`src/rtl/dmem_requester_pkg.sv`:
```
// Shared types for the data-memory requester: FSM states, thread id and latched request.
package dmem_requester_pkg;

  // Width of the retry and backoff counters; both parameters are bounded to 15.
  localparam int unsigned CntW = 4;

  typedef logic [2:0] trd_t;

  typedef enum logic [2:0] {
    StIdle,
    StIssue,
    StWait,
    StBackoff,
    StDone
  } state_e;

  typedef struct packed {
    logic        wr;
    logic [31:0] addr;
    logic [31:0] wdata;
    trd_t        trd;
  } mem_req_t;

endpackage

```
`src/rtl/dmem_requester_if.sv`:
```
// Data-memory bus between the requester (master) and the memory responder (slave).
// Response signals are registered by the memory and valid the cycle after a strobe.
interface dmem_requester_if;
  import dmem_requester_pkg::*;

  logic [31:0] d_addr;
  logic [31:0] d_wr_data;
  logic        d_rd;
  logic        d_wr;
  trd_t        d_trd;
  logic [31:0] d_rd_data;
  logic        d_miss;
  logic        d_segfault;

  modport master (
    output d_addr,
    output d_wr_data,
    output d_rd,
    output d_wr,
    output d_trd,
    input  d_rd_data,
    input  d_miss,
    input  d_segfault
  );

  modport slave (
    input  d_addr,
    input  d_wr_data,
    input  d_rd,
    input  d_wr,
    input  d_trd,
    output d_rd_data,
    output d_miss,
    output d_segfault
  );

endinterface

```
`src/rtl/dmem_requester.sv`:
```
// Initiator side of the data-memory interface. Accepts one load/store at a time, issues it,
// retries on miss after a fixed backoff, and returns the result plus per-thread exception
// pulses (segfault or retry exhaustion). All outputs are registered.
module dmem_requester
  import dmem_requester_pkg::*;
#(
  parameter int unsigned RETRY_DELAY = 4,
  parameter int unsigned MAX_RETRY   = 7
) (
  input  logic             clk,
  input  logic             rst_n,
  // Pipeline request
  input  logic             req_valid,
  output logic             req_ready,
  input  logic             req_wr,
  input  logic [31:0]      req_addr,
  input  logic [31:0]      req_wdata,
  input  trd_t             req_trd,
  // Pipeline response
  output logic             resp_valid,
  output logic [31:0]      resp_rdata,
  output trd_t             resp_trd,
  output logic             resp_err,
  // Memory bus
  dmem_requester_if.master dmem,
  // Exception pulses to the CSR block, qualified by resp_trd
  output logic             seg_exp,
  output logic             to_exp
);

  localparam logic [CntW-1:0] MaxRetry    = CntW'(MAX_RETRY);
  localparam logic [CntW-1:0] BackoffLast = CntW'(RETRY_DELAY - 1);

  state_e              state_q;
  mem_req_t            req_q;
  logic [CntW-1:0]     retry_q;
  logic [CntW-1:0]     backoff_q;
  logic                rd_q;
  logic                wr_q;

  // req_q is zeroed on return to idle, so the address/data/thread lines read 0 there.
  assign dmem.d_addr    = req_q.addr;
  assign dmem.d_wr_data = req_q.wdata;
  assign dmem.d_trd     = req_q.trd;
  assign dmem.d_rd      = rd_q;
  assign dmem.d_wr      = wr_q;

  // Request FSM: latch, strobe, sample response, back off or complete.
  always_ff @(posedge clk) begin
    if (!rst_n) begin
      state_q    <= StIdle;
      req_q      <= '0;
      retry_q    <= '0;
      backoff_q  <= '0;
      rd_q       <= 1'b0;
      wr_q       <= 1'b0;
      req_ready  <= 1'b1;
      resp_valid <= 1'b0;
      resp_rdata <= '0;
      resp_trd   <= '0;
      resp_err   <= 1'b0;
      seg_exp    <= 1'b0;
      to_exp     <= 1'b0;
    end else begin
      unique case (state_q)
        StIdle: begin
          if (req_valid) begin
            req_q     <= '{wr: req_wr, addr: req_addr, wdata: req_wdata, trd: req_trd};
            rd_q      <= ~req_wr;
            wr_q      <= req_wr;
            req_ready <= 1'b0;
            state_q   <= StIssue;
          end
        end

        StIssue: begin
          // Strobe lasts exactly one cycle.
          rd_q    <= 1'b0;
          wr_q    <= 1'b0;
          state_q <= StWait;
        end

        StWait: begin
          if (dmem.d_segfault) begin
            // Segfault takes priority over a simultaneous miss; never retried.
            resp_valid <= 1'b1;
            resp_rdata <= '0;
            resp_trd   <= req_q.trd;
            resp_err   <= 1'b1;
            seg_exp    <= 1'b1;
            state_q    <= StDone;
          end else if (dmem.d_miss && (retry_q < MaxRetry)) begin
            retry_q   <= retry_q + 1'b1;
            backoff_q <= '0;
            state_q   <= StBackoff;
          end else if (dmem.d_miss) begin
            resp_valid <= 1'b1;
            resp_rdata <= '0;
            resp_trd   <= req_q.trd;
            resp_err   <= 1'b1;
            to_exp     <= 1'b1;
            state_q    <= StDone;
          end else begin
            resp_valid <= 1'b1;
            resp_rdata <= req_q.wr ? 32'h0 : dmem.d_rd_data;
            resp_trd   <= req_q.trd;
            resp_err   <= 1'b0;
            state_q    <= StDone;
          end
        end

        StBackoff: begin
          // RETRY_DELAY silent cycles, then re-issue the same strobe.
          if (backoff_q == BackoffLast) begin
            rd_q    <= ~req_q.wr;
            wr_q    <= req_q.wr;
            state_q <= StIssue;
          end else begin
            backoff_q <= backoff_q + 1'b1;
          end
        end

        StDone: begin
          resp_valid <= 1'b0;
          resp_rdata <= '0;
          resp_trd   <= '0;
          resp_err   <= 1'b0;
          seg_exp    <= 1'b0;
          to_exp     <= 1'b0;
          req_q      <= '0;
          retry_q    <= '0;
          backoff_q  <= '0;
          req_ready  <= 1'b1;
          state_q    <= StIdle;
        end

        default: begin
          state_q   <= StIdle;
          req_ready <= 1'b1;
        end
      endcase
    end
  end

endmodule
```
`src/flat_wrapper.sv`:
```
// flat-port wrapper written by rule: the top's interface ports become plain ports
module dmem_requester_flat import dmem_requester_pkg::*;
#(
  parameter int unsigned RETRY_DELAY = 4,
  parameter int unsigned MAX_RETRY   = 7
)
  (clk, rst_n, req_valid, req_ready, req_wr, req_addr, req_wdata, req_trd, resp_valid, resp_rdata, resp_trd, resp_err, seg_exp, to_exp, dmem_d_addr, dmem_d_wr_data, dmem_d_rd, dmem_d_wr, dmem_d_trd, dmem_d_rd_data, dmem_d_miss, dmem_d_segfault);
  dmem_requester_if dmem_i ();
  input  logic clk;
  input  logic rst_n;
  input  logic req_valid;
  output logic req_ready;
  input  logic req_wr;
  input  logic [31:0] req_addr;
  input  logic [31:0] req_wdata;
  input  trd_t req_trd;
  output logic resp_valid;
  output logic [31:0] resp_rdata;
  output trd_t resp_trd;
  output logic resp_err;
  output logic seg_exp;
  output logic to_exp;
  output wire logic [$bits(dmem_i.d_addr)-1:0] dmem_d_addr;
  output wire logic [$bits(dmem_i.d_wr_data)-1:0] dmem_d_wr_data;
  output wire logic [$bits(dmem_i.d_rd)-1:0] dmem_d_rd;
  output wire logic [$bits(dmem_i.d_wr)-1:0] dmem_d_wr;
  output wire logic [$bits(dmem_i.d_trd)-1:0] dmem_d_trd;
  input wire logic [$bits(dmem_i.d_rd_data)-1:0] dmem_d_rd_data;
  input wire logic [$bits(dmem_i.d_miss)-1:0] dmem_d_miss;
  input wire logic [$bits(dmem_i.d_segfault)-1:0] dmem_d_segfault;
  assign dmem_d_addr = dmem_i.d_addr;
  assign dmem_d_wr_data = dmem_i.d_wr_data;
  assign dmem_d_rd = dmem_i.d_rd;
  assign dmem_d_wr = dmem_i.d_wr;
  assign dmem_d_trd = dmem_i.d_trd;
  assign dmem_i.d_rd_data = dmem_d_rd_data;
  assign dmem_i.d_miss = dmem_d_miss;
  assign dmem_i.d_segfault = dmem_d_segfault;
  dmem_requester #(.RETRY_DELAY(RETRY_DELAY), .MAX_RETRY(MAX_RETRY)) u_core (.clk(clk), .rst_n(rst_n), .req_valid(req_valid), .req_ready(req_ready), .req_wr(req_wr), .req_addr(req_addr), .req_wdata(req_wdata), .req_trd(req_trd), .resp_valid(resp_valid), .resp_rdata(resp_rdata), .resp_trd(resp_trd), .resp_err(resp_err), .dmem(dmem_i), .seg_exp(seg_exp), .to_exp(to_exp));
endmodule
```
`config.mk`:
```
export PLATFORM = sky130hd
export DESIGN_NAME = dmem_requester_flat
export DESIGN_NICKNAME = d
export VERILOG_FILES = /design/src/rtl/dmem_requester_pkg.sv /design/src/rtl/dmem_requester_if.sv /design/src/rtl/dmem_requester.sv /design/src/flat_wrapper.sv
export SDC_FILE = /design/constraint.sdc
export NUM_CORES = 1
export LEC_CHECK = 0
export CORE_MARGIN = 4
export CORE_UTILIZATION = 42
export CTS_CLUSTER_SIZE = 24
export DETAILED_ROUTE_END_ITERATION = 8
export PLACE_DENSITY = 0.8
export SYNTH_ARGS = -nofsm -noshare
export SYNTH_HDL_FRONTEND = slang
export SYNTH_SLANG_ARGS = --single-unit
export TNS_END_PERCENT = 5
```
`constraint.sdc`:
```
create_clock -name clk -period 1.96 [get_ports clk]
set_input_delay 0.392 -clock clk [delete_from_list [all_inputs] [get_ports clk]]
set_output_delay 0.392 -clock clk [all_outputs]
set_load 0.02 [all_outputs]
```
; ---- Word-level counts from Yosys, hierarchy flattened
; Index checks and enable logic that the tools add are counted.
[totals]
reg_bits = 121
input_bits = 105
out_inout_bits = 109
elab_cells = 95
[op_classes]
n_addsub = 2
magnitude_cmp = 1
n_eq_ne = 14
muxes = 43
n_bitwise = 3
n_reduce_logical = 16
[op_table]
columns = operator, count
row1 = 68-bit one-hot mux with 2 select lines, 1
row2 = 32-bit 2-to-1 mux, 4
row3 = 68-bit 2-to-1 mux, 1
row4 = 32-bit one-hot mux with 2 select lines, 1
row5 = 4-bit 2-to-1 mux, 5
row6 = 3-bit 2-to-1 mux, 6
row7 = 1-bit 2-to-1 mux, 14
row8 = "2-bit != test, second input constant", 6
row9 = 3-bit one-hot mux with 4 select lines, 1
row10 = 4-bit one-hot mux with 3 select lines, 1
row11 = 1-bit one-hot mux with 2 select lines, 5
row12 = 2-bit AND reduction, 5
row13 = "4-bit by 1-bit adder with 4-bit output, second input constant", 2
row14 = 4-bit one-hot mux with 2 select lines, 1
row15 = 4-bit AND reduction, 2
row16 = "3-bit by 2-bit equality test with 1-bit output, second input constant", 2
row17 = 1-bit one-hot mux with 3 select lines, 2
row18 = 3-bit one-hot mux with 2 select lines, 1
row19 = 3-bit AND reduction, 2
row20 = 3-bit nonzero test, 2
row21 = "4-bit by 2-bit equality test with 1-bit output, second input constant", 1
row22 = "4-bit by 3-bit less-than comparator with 1-bit output, second input constant", 1
row23 = "2-bit by 1-bit != test with 1-bit output, second input constant", 2
row24 = 2-bit nonzero test, 2
row25 = 7 further kinds, 9

; ---- Logic depth before layout (Yosys ltp)
; Gate-level depths: netlist (run 1).
[logic_depth]
ltp_word = 5
ltp_mapped = 7
ltp_nobuf = 5

; ---- Worst setup path before layout (run 1)
; OpenSTA, ideal clock, no wires.
[synth_timing]
kind = register -> register
startpoint = reg u_core.retry_q[0]
endpoint = reg u_core.resp_rdata[10]
arrival_ps = 1411
t_required_ps = 1843
slack_ps = 432
path_stages_with_launch = 8
path_buffers = 2
period_less_slack_ps = 1528
path_cell_list = dfxtp_1 -> ha_1 -> a21o_1 -> o21ai_1 -> a21o_1 -> buf_6 -> buf_6 -> a32o_1
[synth_between]
elab_chain_cells = 4
[synth_lines]
columns = element, line
row1 = "start, declared", dmem_requester.sv:36  ; logic [CntW-1:0] retry_q;
row2 = "start signal, assigned", dmem_requester.sv:93  ; retry_q <= retry_q + 1'b1;
row3 = 4-bit by 3-bit less-than comparator with 1-bit output, dmem_requester.sv:92  ; end else if (dmem.d_miss && (retry_q < MaxRetry)) begin
row4 = 1-bit logical AND, dmem_requester.sv:92
row5 = 3-bit != test (no line), n/a
row6 = 2-bit AND reduction (no line), n/a
row7 = "end signal, assigned", dmem_requester.sv:105  ; resp_rdata <= req_q.wr ? 32'h0 : dmem.d_rd_data;
row8 = "end, declared", dmem_requester.sv:21  ; output logic [31:0] resp_rdata,
; No other way between the ends.
; A chain may end at the register's enable or synchronous reset.

; ---- Final worst setup path (run 1)
[layout_timing]
startpoint = reg u_core.req_q (netlist bit u_core.dmem.d_trd[2])
endpoint = out dmem_d_trd[2]
[layout_rtl]
columns = element, line
row1 = "start, declared", dmem_requester.sv:35  ; mem_req_t req_q;
row2 = "start signal, assigned", dmem_requester.sv:68  ; req_q <= '{wr: req_wr, addr: req_addr, wdata: req_wdata, trd: req_trd};
row3 = "end, declared", flat_wrapper.sv:27  ; output wire logic [$bits(dmem_i.d_trd)-1:0] dmem_d_trd;
; No word-level cell between the ends.

==> metrics.cfg, run 1 <==
[logic_synthesis]
syn_nets=594
synth_top_area_frac=0.502
synth_edf_count=0
synth_top_cell_by_area=dfxtp_1
yosysWarnings=0
ys_seq_elements=121
syn_area_um2=4820
synth_cell_types=39
synth.mux.area_fraction=0.00830
synth_simple_gate_area_frac=0.107
synth_fa_ha_area_frac=0.00519
synthXorXnorAreaFrac=0
synth_top_family_by_area=compound AO/OA/AOI/OAI gates
synthCells=487
synth.avg_cell_area_um2=9.90
yosys_most_used_dff=dfxtp_1
synth_compound_area_frac=0.228
synthArstFlopShare=0
synth_seq_area_share=0.502
synth_area_leaders=dfxtp_1 (50%), buf_4 (11%), a22oi_1 (11%), a32o_1 (7.5%), nor2_1 (6.1%)

[setup_path]
crit_slowest_cell=clkdlybuf4s50_1
crit_arrival_ns=1.43
crit_path_max_fanout=3
cp-start-kind=flop
path_delay_family=buffers and inverters
worst-setup-path-type=flop to output pin
cp.required_ns=1.57
path_cells=clkdlybuf4s50_1
worstSetupEndpointType=output pin
cp_num_buf_inv=1
cpPeakStageDelay_ns=0.65

[route]
drt_iter0_markers=303
num_vias=4113
wl_um=13100
drcViolationCount=0
ant_nets=0
dr.pass1.iters=5
wl_per_cell_um=16.8
vias_per_cell=5.27

[finish]
nets=734
area_growth_pct=49.3
diodes=0
n_fill_cell=886
utilization=0.653
drive_gt1_frac=0.0828

[clock_tree]
ctsHtreeMaxLevel=4
path_clk_slew_ns=0.05
postCtsResizedCells=0
insertion_delay_ns=0.40
cts.sinks=121
clock_path_buffers=2
tritoncts=yes
cts_buffers=17
postCtsHoldBufs=0
root_buffer=clkbuf_16
post-cts-setup-buffers=0

[power]
leakagePower_nw=2.70
vdd.ir_drop.worst_mv=0.635
power.density_nw_per_um2=939

[sta]
tightestPinTransition_ns=0.425
slew_headroom=0.716
grt_setup_unrepaired=false
fin_crit_ns=1.82
maxSlewViolCount=0
finalSetupTns_ns=0
clock.fmax_ghz=0.548
fin_skew_ns=0.00552
hold_viol=0
fin_crit_sh=0.931
setup_viol=0

[placed_design]
place_congestion=0.829
port-buffer-count=213
hpwl_um=9200

[global_route]
grt_first_pass_wirelength_um=20700
grt_max_degree=70
overflow=0
grt_pass1_vias=4136
antenna_found_initial=0
grtUsageTotal=0.197

[floorplanning]
dieArea_um2=13300
fp.dieW_um=115
start_util=0.437
die_y_um=115
pin_count=214
row_count=38
core_area_um2=11000

[min_path]
hp-class=primary input to flop

[status]
status=completed

[job]
maxCapViolCount=0

==> state kept, by name, summed over array words and instances (netlist names) <==
| signal | cells |
|---|---|
| u_core.dmem.d_wr_data | 32 |
| u_core.dmem.d_trd | 3 |
| u_core.resp_trd | 3 |
| u_core.resp_valid | 1 |
| u_core.req_ready | 1 |
| u_core.dmem.d_addr | 32 |
| u_core.state_q | 3 |
| u_core.resp_err | 1 |
| u_core.req_q | 1 |
| u_core.resp_rdata | 32 |
| u_core.seg_exp | 1 |
| u_core.retry_q | 4 |
| u_core.dmem.d_rd | 1 |
| u_core.dmem.d_wr | 1 |
| u_core.backoff_q | 4 |
| u_core.to_exp | 1 |
==> worst paths after layout <==
check / endpoint / slack, ns / from / depth (start not counted)
setup / recovery: dmem_d_trd[2] / 0.14 / u_core.dmem.d_trd[2] / 1
hold / removal: u_core.resp_valid / 0.38 / rst_n / 2
setup reg to reg: u_core.backoff_q[2] / 0.33 / u_core.backoff_q[0] / 5
hold reg to reg: u_core.dmem.d_rd / 0.46 / u_core.dmem.d_rd / 2
==> power breakdown <==
part	total, mW	switching (mW)	internal [mW]	leakage (nW)
Clock	3.11	1.02	2.09	0.300
Sequential	2.65	0.0718	2.58	0.987
Combinational	0.998	0.475	0.523	1.41
Total	6.76	1.57	5.19	2.70
==> cell usage in the layout (no fill, tap or decap), types with 3 or more instances in the layout <==
| cell type | n |
|---|---|
| bufinv_16 | 3 |
| mux2i_1 | 4 |
| a22oi_1 | 70 |
| clkdlybuf4s50_1 | 212 |
| buf_4 | 9 |
| dfxtp_1 | 121 |
| nand2b_1 | 3 |
| a21o_1 | 3 |
| clkbuf_16 | 17 |
| clkinv_2 | 6 |
| nand2_1 | 10 |
| nor2_1 | 78 |
| a31oi_1 | 3 |
| a21oi_1 | 7 |
| clkbuf_1 | 3 |
| buf_12 | 5 |
| o21ai_0 | 6 |
| nand3_1 | 4 |
| clkbuf_8 | 3 |
| nand4_1 | 3 |
| nand4b_1 | 3 |
| a32o_1 | 36 |
==> logic make-up (layout without fill, tap and decap cells) <==
family / count (synthesis) / after routing
simple gates: 114 / 114
flops: 121 / 121
compound gates: 138 / 138
mux: 4 / 4
fa+ha+maj: 2 / 2
buf+inv: 108 / 261
==> routing by layer <==
metal  routed length, um  track usage
met1                5210        0.228
met2                6620        0.328
met3                 998       0.0700
met4                 310       0.0876
met5                   0            0
==> area by class of cell <==
| cell class | count | area, um2 | share of cell area |
|---|---|---|---|
| flip-flops and latches | 121 | 2420 | 0.336 |
| inverters | 2 | 7.51 | 0.00104 |
| multi-input cells | 258 | 1710 | 0.237 |
| well taps | 140 | 175 | 0.0243 |
| clock inverters | 9 | 120 | 0.0167 |
| clock buffers | 23 | 478 | 0.0664 |
| repair buffers | 227 | 2290 | 0.319 |
==> cell usage after synthesis (all sizes together) (4+ instances only) <==
cell    number
dfxtp      121
buf         87
nor2        79
a22oi       70
a32o        36
clkbuf      19
nand2       10
o21ai        8
a21oi        7
mux2i        4
nand3        4
==> stage by stage <==
step                      std cells  cell area [um2]  worst slack (ns)  power (mW)  hold WS (ns)
after global placement          748             6610            0.0785        3.68         0.447
final                           780             7200             0.136        6.76         0.379
after detailed placement        748             6610           0.00408        3.70         0.460
after CTS                       780             7200            0.0992        6.84         0.371
after floorplan                 487             4820             0.432        3.30         0.461
after global routing            780             7200            0.0949        7.05         0.394
Note: power is estimated with default switching activity, not from simulation.
==> run 2, diff against run 1 <==
- REMOVE_ABC_BUFFERS: not set -> 1
==> run 2 against run 1 <==
- via count is 1.6% higher
- clock skew is 0.00063 ns higher
- final cell count is 0.13% higher
- worst hold slack better by 0.071 ns
- utilization is 0.19 points higher
- setup slack better by 0.013 ns
- critical path depth stayed put
- first-iteration DRC count is 2.0% lower
==> metrics.cfg, run 2 (synthesized netlist as in run 1, its figures left out) <==
[status]
status=completed  ; unchanged

[clock_tree]
insertion_delay_ns=0.40  ; about the same
tritoncts=yes  ; unchanged
root_buffer=clkbuf_16  ; unchanged
cts_buffers=17  ; unchanged
ctsHtreeMaxLevel=4  ; unchanged
postCtsResizedCells=0  ; unchanged
post-cts-setup-buffers=0  ; unchanged
clock_path_buffers=2  ; unchanged
path_clk_slew_ns=0.05  ; about the same
cts.sinks=121  ; unchanged
postCtsHoldBufs=0  ; unchanged

[sta]
slew_headroom=0.639  ; was 0.716
grt_setup_unrepaired=false  ; unchanged
fin_skew_ns=0.00615  ; was 0.00552 ns
setup_viol=0  ; unchanged
clock.fmax_ghz=0.552  ; was 0.548 GHz
maxSlewViolCount=0  ; unchanged
fin_crit_ns=1.81  ; was 1.82 ns
tightestPinTransition_ns=0.541  ; was 0.425 ns
fin_crit_sh=0.924  ; was 0.931
hold_viol=0  ; unchanged
fin_hold_ws_ns=0.450  ; was 0.379 ns

[setup_path]
cpPeakStageDelay_ns=0.65  ; about the same
path_cells=clkdlybuf4s50_1  ; unchanged
worstSetupEndpointType=output pin  ; unchanged
crit_arrival_ns=1.42  ; was 1.43 ns
crit_path_max_fanout=3  ; unchanged
cp_num_buf_inv=1  ; unchanged
cp-start-kind=flop  ; unchanged
crit_slowest_cell=clkdlybuf4s50_1  ; unchanged
worst-setup-path-type=flop to output pin  ; unchanged
path_delay_family=buffers and inverters  ; unchanged
cp.required_ns=1.57  ; about the same

[power]
p_total_mw=6.82  ; was 6.76 mW
power.density_nw_per_um2=944  ; was 939 nW/um2
leakagePower_nw=2.70  ; about the same
vdd.ir_drop.worst_mv=0.520  ; was 0.635 mV

[global_route]
grtUsageTotal=0.197  ; about the same
use_met3=0.0842  ; was 0.0700
use_met1=0.223  ; was 0.228
antenna_found_initial=0  ; unchanged
overflow=0  ; unchanged
grt-busiest-layer=met2  ; unchanged
grt_pass1_vias=4215  ; was 4136
use_met2=0.322  ; was 0.328
grt_max_degree=73  ; was 70
grt_first_pass_wirelength_um=21000  ; was 20700 um

[route]
drcViolationCount=0  ; unchanged
num_vias=4178  ; was 4113
wl_um=13200  ; was 13100 um
drt_iter0_markers=297  ; was 303
ant_nets=0  ; unchanged
dr.pass1.iters=5  ; unchanged
vias_per_cell=5.35  ; was 5.27
wl_per_cell_um=17.0  ; was 16.8 um

[finish]
n_fill_cell=859  ; was 886
layout_commonest_cell=clkdlybuf4s50_1  ; unchanged
drive_gt1_frac=0.0827  ; was 0.0828
area_growth_pct=49.8  ; was 49.3%
diodes=0  ; unchanged
regArea_um2=2420  ; unchanged
nets=735  ; was 734
final_cell_mix=clkdlybuf4s50_1 (212), dfxtp_1 (121), nor2_1 (78)  ; unchanged
multi_input_area_um2=1710  ; unchanged

[floorplanning]
dieArea_um2=13300  ; unchanged
fp.dieW_um=115  ; unchanged
pin_count=214  ; unchanged
start_util=0.437  ; unchanged
die_y_um=115  ; unchanged
core_area_um2=11000  ; unchanged
row_count=38  ; unchanged

[placed_design]
hpwl_um=9130  ; was 9200 um
port-buffer-count=213  ; unchanged
place_congestion=0.871  ; was 0.829

[min_path]
hp-class=primary input to flop  ; unchanged

[job]
maxCapViolCount=0  ; unchanged

[run 2: per-stage QoR]
step	util	setup WS (ns)	cell area (um2)	instances	TNS (ns)
3_5_place_dp	0.601	0.0491	6630	749	0
5_1_grt	0.655	0.0907	7220	781	0
2_1_floorplan	-	-1.17	4110	381	-83.18
3_3_place_gp	0.601	0.0947	6630	749	0
6_report	0.655	0.149	7220	781	0
4_1_cts	0.655	0.125	7220	781	0
[run 2: area by class of cell]
class,instances,area share
clock inverters,8,0.0163
flip-flops and latches,121,0.335
repair buffers,228,0.320
inverters,2,0.00104
clock buffers,24,0.0667
multi-input cells,258,0.236
well taps,140,0.0242
[run 2: final timing paths]
path | from | endpoint | slack (ns) | depth (start not counted)
setup / recovery | u_core.dmem.d_trd[2] | dmem_d_trd[2] | 0.15 | 1
hold / removal | rst_n | u_core.req_ready | 0.45 | 3
setup reg to reg | u_core.backoff_q[0] | u_core.backoff_q[2] | 0.28 | 5
hold reg to reg | u_core.dmem.d_rd | u_core.dmem.d_rd | 0.47 | 2
[run 2: metal layers]
metal  share of wire  vias to the layer above
met1            0.40                     1985
met4           0.019                        0
met3            0.10                       21
li1                -                     1989
met5               0                        -
met2            0.49                      183
[run 2: where the power goes]
| part | internal, mW | switching, mW |
|---|---|---|
| combinational | 0.532 | 0.480 |
| sequential | 2.58 | 0.0756 |
| clock | 2.09 | 1.06 |
